[src/rtl/mips_mem_pkg.sv]
// Shared definitions for the MIPS32 fetch/data memory arbiter:
// FSM states, owner encoding and default bus widths used by the pipeline.
package mips_mem_pkg;

  localparam int unsigned ADDR_W = 10;
  localparam int unsigned DATA_W = 32;

  typedef enum logic [1:0] {
    IDLE,
    ACCESS,
    RESP
  } arb_state_e;

  localparam logic OWN_IF = 1'b0;
  localparam logic OWN_DM = 1'b1;

endpackage

[src/rtl/mips_mem_arbiter.sv]
// Arbitrates one single-ported synchronous memory between instruction fetch
// and load/store access; DM has priority, with a starvation guard for IF.
module mips_mem_arbiter
  import mips_mem_pkg::*;
#(
  parameter int unsigned ADDR_W     = mips_mem_pkg::ADDR_W,
  parameter int unsigned DATA_W     = mips_mem_pkg::DATA_W,
  parameter int unsigned WAIT_CYC   = 1,
  parameter int unsigned STARVE_MAX = 4
) (
  input  logic              clk1,
  input  logic              rst_n,
  input  logic              if_req,
  input  logic [ADDR_W-1:0] if_addr,
  input  logic              if_flush,
  output logic              if_gnt,
  output logic              if_rvalid,
  output logic [DATA_W-1:0] if_rdata,
  input  logic              dm_req,
  input  logic              dm_we,
  input  logic [ADDR_W-1:0] dm_addr,
  input  logic [DATA_W-1:0] dm_wdata,
  output logic              dm_gnt,
  output logic              dm_rvalid,
  output logic [DATA_W-1:0] dm_rdata,
  output logic              mem_en,
  output logic              mem_we,
  output logic [ADDR_W-1:0] mem_addr,
  output logic [DATA_W-1:0] mem_wdata,
  input  logic [DATA_W-1:0] mem_rdata,
  output logic              busy,
  output logic              owner
);

  localparam int unsigned     SC_W       = (STARVE_MAX < 1) ? 1 : $clog2(STARVE_MAX + 1);
  localparam logic [3:0]      WAIT_LAST  = 4'(WAIT_CYC - 1);
  localparam logic [SC_W-1:0] STARVE_LIM = SC_W'(STARVE_MAX);

  arb_state_e        state;
  logic [3:0]        wait_cnt;
  logic [SC_W-1:0]   starve_cnt;
  logic              flush_q;
  logic              owner_q;
  logic              we_q;
  logic [ADDR_W-1:0] addr_q;
  logic [DATA_W-1:0] wdata_q;
  logic [DATA_W-1:0] if_rdata_q;
  logic [DATA_W-1:0] dm_rdata_q;
  logic              mem_en_q;
  logic              mem_we_q;
  logic              if_rv_q;
  logic              dm_rv_q;

  logic pick_dm;
  logic pick_if;
  logic grant;
  logic flush_now;
  logic if_drop;

  always_comb begin
    pick_dm   = dm_req && !(if_req && (starve_cnt == STARVE_LIM));
    pick_if   = if_req && !pick_dm;
    grant     = (state == IDLE) && (pick_dm || pick_if);
    flush_now = if_flush && (owner_q == OWN_IF) && (state != IDLE);
    if_drop   = flush_q || flush_now;
  end

  // Grants are decided combinationally in IDLE and forced low while in reset.
  assign if_gnt    = rst_n && grant && pick_if;
  assign dm_gnt    = rst_n && grant && pick_dm;

  // mem_rdata only becomes valid in RESP for short waits, so the response
  // cycle bypasses the holding register; the register keeps it afterwards.
  assign if_rvalid = if_rv_q && !flush_now;
  assign if_rdata  = if_rvalid ? mem_rdata : if_rdata_q;
  assign dm_rvalid = dm_rv_q;
  assign dm_rdata  = (dm_rv_q && !we_q) ? mem_rdata : dm_rdata_q;

  assign mem_en    = mem_en_q;
  assign mem_we    = mem_we_q;
  assign mem_addr  = addr_q;
  assign mem_wdata = wdata_q;
  assign busy      = (state != IDLE);
  assign owner     = owner_q;

  always_ff @(posedge clk1 or negedge rst_n) begin
    if (!rst_n) begin
      state      <= IDLE;
      wait_cnt   <= '0;
      starve_cnt <= '0;
      flush_q    <= 1'b0;
      owner_q    <= OWN_IF;
      we_q       <= 1'b0;
      addr_q     <= '0;
      wdata_q    <= '0;
      if_rdata_q <= '0;
      dm_rdata_q <= '0;
      mem_en_q   <= 1'b0;
      mem_we_q   <= 1'b0;
      if_rv_q    <= 1'b0;
      dm_rv_q    <= 1'b0;
    end else begin
      mem_en_q <= 1'b0;
      mem_we_q <= 1'b0;
      if_rv_q  <= 1'b0;
      dm_rv_q  <= 1'b0;
      case (state)
        IDLE: begin
          flush_q <= 1'b0;
          if (grant) begin
            owner_q  <= pick_dm ? OWN_DM : OWN_IF;
            addr_q   <= pick_dm ? dm_addr : if_addr;
            we_q     <= pick_dm && dm_we;
            if (pick_dm) begin
              wdata_q <= dm_wdata;
            end
            mem_en_q <= 1'b1;
            mem_we_q <= pick_dm && dm_we;
            wait_cnt <= '0;
            // Count DM wins only while fetch is actually waiting.
            if (pick_if || !if_req) begin
              starve_cnt <= '0;
            end else if (starve_cnt != STARVE_LIM) begin
              starve_cnt <= starve_cnt + 1'b1;
            end
            state <= ACCESS;
          end
        end
        ACCESS: begin
          if (flush_now) begin
            flush_q <= 1'b1;
          end
          if (wait_cnt == WAIT_LAST) begin
            if (owner_q == OWN_DM) begin
              dm_rv_q <= 1'b1;
            end else begin
              if_rv_q <= !if_drop;
            end
            state <= RESP;
          end else begin
            wait_cnt <= wait_cnt + 1'b1;
          end
        end
        RESP: begin
          if (owner_q == OWN_IF && !if_drop) begin
            if_rdata_q <= mem_rdata;
          end
          if (owner_q == OWN_DM && !we_q) begin
            dm_rdata_q <= mem_rdata;
          end
          flush_q  <= 1'b0;
          wait_cnt <= '0;
          state    <= IDLE;
        end
        default: state <= IDLE;
      endcase
    end
  end

  a_one_grant : assert property (@(posedge clk1) disable iff (!rst_n) !(if_gnt && dm_gnt));
  a_strobe_in_access : assert property (@(posedge clk1) disable iff (!rst_n) mem_en |-> (state == ACCESS));

endmodule

[config.mk]
export PLATFORM = sky130hd
export DESIGN_NAME = mips_mem_arbiter
export DESIGN_NICKNAME = d
export VERILOG_FILES = /design/src/rtl/mips_mem_pkg.sv /design/src/rtl/mips_mem_arbiter.sv
export SDC_FILE = /design/constraint.sdc
export NUM_CORES = 1
export LEC_CHECK = 0
export ABC_AREA = 1
export BUFFER_PORTS_ARGS = -buffer_cell sky130_fd_sc_hd__buf_2
export CAP_MARGIN = 5
export CORE_MARGIN = 2
export CORE_UTILIZATION = 54
export DETAILED_ROUTE_END_ITERATION = 8
export PLACE_DENSITY = 0.9
export SYNTH_ARGS = -nofsm -noshare
export SYNTH_HDL_FRONTEND = slang
export SYNTH_SLANG_ARGS = --single-unit
export TNS_END_PERCENT = 100
[constraint.sdc]
create_clock -name clk1 -period 3.7 [get_ports clk1]
set_clock_uncertainty 0.05 [all_clocks]
set_input_delay 0.555 -clock clk1 [delete_from_list [all_inputs] [get_ports clk1]]
set_output_delay 0.555 -clock clk1 [all_outputs]
set_load 0.03 [all_outputs]
==> results_dict.tcl <==
set metrics [dict create \
    cpPeakStageDelay_ps 450 \
    fp.coreArea_sq_mm 0.01075 \
    port_buffers 203 \
    worstSetupEndpointType "output port" \
    synth_most_common_cell "nand2_1" \
    cts_resized 0 \
    hpwl_um 10390 \
    total_power_mw 7.906 \
    postRouteWirelength_um 14790 \
    ys_seq_area_frac 0.5176 \
    dieArea_sq_mm 0.01177 \
    dpl-instance-area_sq_mm 0.006938 \
    nNetsFinal 1028 \
    synth-edff-count 0 \
    grt_pass1_wl_um 24370 \
    grt_usage 0.2640 \
    drv_slew 0 \
    design_area_sq_mm 0.007492 \
    grt_pass1_vias 5268 \
    ys.flop_type "dfrtp_1" \
    rsz0062_at_grt "no" \
    setup-tns-final_ps 0 \
    synthArstFlopShare 1.000 \
    route.detailed.drc 0 \
    synth_area_per_cell_sq_um 7.917 \
    synth_area_leader_cell "dfrtp_1" \
    rows 38 \
    startpoint_type "register" \
    cp.required_ps 3090 \
    grt_max_degree 71 \
    crit_slowest_cell "nand2_1" \
    power.leakage_nw 4.384 \
    finalSetupViolations 0 \
    post-synth-top-area-fraction 0.5176 \
    dp_slack_ps 1182 \
    path_cells "inv_1 -> ha_1 -> nand3_1 -> nand2_1 -> nand2_1 -> nor2_1 -> buf_2" \
    synth_area_leaders "dfrtp_1, nand2_1, inv_1" \
    crit_fanout 12 \
    cts_sinks 122 \
    crit_buf_inv 2 \
    drv_cap 0 \
    ir_drop_v 0.0006657 \
    n_antenna_cell 0 \
    post-route-util 0.6973 \
    crit_top_cell "nand2_1" \
    postCtsHoldBufs 0 \
    area_growth_pct 27.03 \
    numCtsBuffers 17 \
    cts_tree "built" \
    hold_class "input port to asynchronous set/reset pin" \
    clkTransAtPathRegs_ps 60 \
    path_class "register to output port" \
    clock_latency_ps 490 \
    die_h_um 108.5 \
    antenna_found_initial 0 \
    synth_cells 745 \
    antenna_left 0 \
    powerDensity_mw_per_mm2 1055 \
    drive_above_1_share 0.3020 \
    firstDrtPassIters 5 \
    status "complete, no violations" \
    die_x_um 108.5 \
    gr-total-overflow 0 \
    syn-num-nets 839 \
    worst_slack_ps 733.1 \
    ys_types 24 \
    fmax_ghz 0.3371 \
    synth-seq-cells 122 \
    fin_crit_sh 0.8019 \
    worst_pin_slew_ps 979.0 \
    clk_path_buf_depth 2 \
    io_pins 204 \
    post_cts_buffers 0 \
    start_util 0.5489 \
    crit_family "simple AND/OR/NAND/NOR gates" \
    hold_viol 0 \
    wl_per_cell_um 13.61 \
    via_count 5622 \
    vias_per_cell 5.172 \
    synth_common_cells "nand2_1, dfrtp_1, inv_1, o21ai_1" \
    period_minus_slack_ps 2967 \
    cts_root_buf "clkbuf_8" \
    drtIter0Drc 513 \
    cp.arrival_ps 2360 \
    yosys_warnings 0 \
    netlist_area_sq_mm 0.005898 \
    maxSlewHeadroom 0.3450 \
    routabilityCongestion 0.8158 \
    h-tree-depth 4 \
]
==> path summary, 6_finish.rpt <==
path | cells past startpoint | startpoint | endpoint | slack, ps
min | 2 | rst_n | if_rdata_q[9]$_DFFE_PN0P_ | 180
max in group asynchronous | 2 | rst_n | dm_rdata_q[28]$_DFFE_PN0P_ | 2740
max | 7 | starve_cnt[0]$_DFFE_PN0P_ | if_gnt | 730
max reg2reg | 6 | state[0]$_DFFE_PN0P_ | dm_rdata_q[5]$_DFFE_PN0P_ | 1510
min reg2reg | 2 | if_rdata_q[6]$_DFFE_PN0P_ | if_rdata_q[6]$_DFFE_PN0P_ | 420
min in group clk1 | 3 | dm_wdata[12] | mem_wdata[12]$_DFFE_PN0P_ | 200
==> placed cells by master, fill, tap and decap left out, types with 11 or more instances in the layout <==
cell and n:
buf_2 202, buf_4 11, clkbuf_16 16, dfrtp_1 122
inv_1 72, nand2_1 318, nand3_1 32, nand4_1 33
o21ai_0 33, o21ai_1 37, o21ai_2 27
==> logic make-up (layout without fill, tap and decap cells) <==
family	after synthesis	in the layout	share of synthesized area
AND/OR/NAND/NOR	402	402	0.2845
flip-flops	122	122	0.5176
buffers and inverters	118	320	0.08697
AO/OA/AOI/OAI	98	98	0.1010
adder cells (fa/ha/maj)	4	4	0.008486
XOR/XNOR	1	1	0.001485
==> sequential cells by signal, indices dropped and copies added (netlist names) <==
signal,count
mem_we,1
mem_wdata,32
starve_cnt,3
we_q,1
if_rdata_q,32
mem_en,1
dm_rvalid,1
if_rv_q,1
flush_q,1
wait_cnt,4
mem_addr,10
state,2
owner,1
dm_rdata_q,32
==> power breakdown <==
group,internal [mW],switching [mW]
Sequential,1.94,0.350
Combinational,1.13,2.95
Clock,0.901,0.631
==> worst register-to-register path: stages, from the launching register on <==
cell and delay (ps):
dfrtp_1 450, nor2_4 120, buf_4 350, nand3_2 440
buf_4 440, nand2_1 140, o21ai_1 80
==> layout make-up <==
class | count | area, sq um
fillers | 860 | 3253
flip-flops and latches | 122 | 3053
multi-input cells | 505 | 2335
repair buffers | 213 | 1094
clock buffers | 17 | 414.1
inverters | 75 | 281.5
well taps | 140 | 175.2
clock inverters | 15 | 140.1
==> through the flow <==
stage / cells / hold WS (ps)
2_1_floorplan: 745 / 209.4
3_3_place_gp: 1055 / 403.0
3_5_place_dp: 1055 / 409.3
4_1_cts: 1087 / 174.6
5_1_grt: 1087 / 179.7
6_report: 1087 / 182.2
==> metal layers <==
layer	up-vias	global-route usage	share of wire
met4	0	0.08791	0.014
met2	241	0.4286	0.48
met5	-	0	0
met1	2630	0.3467	0.43
met3	19	0.06811	0.075
li1	2732	-	-
Power figures use the tool's default switching activity.
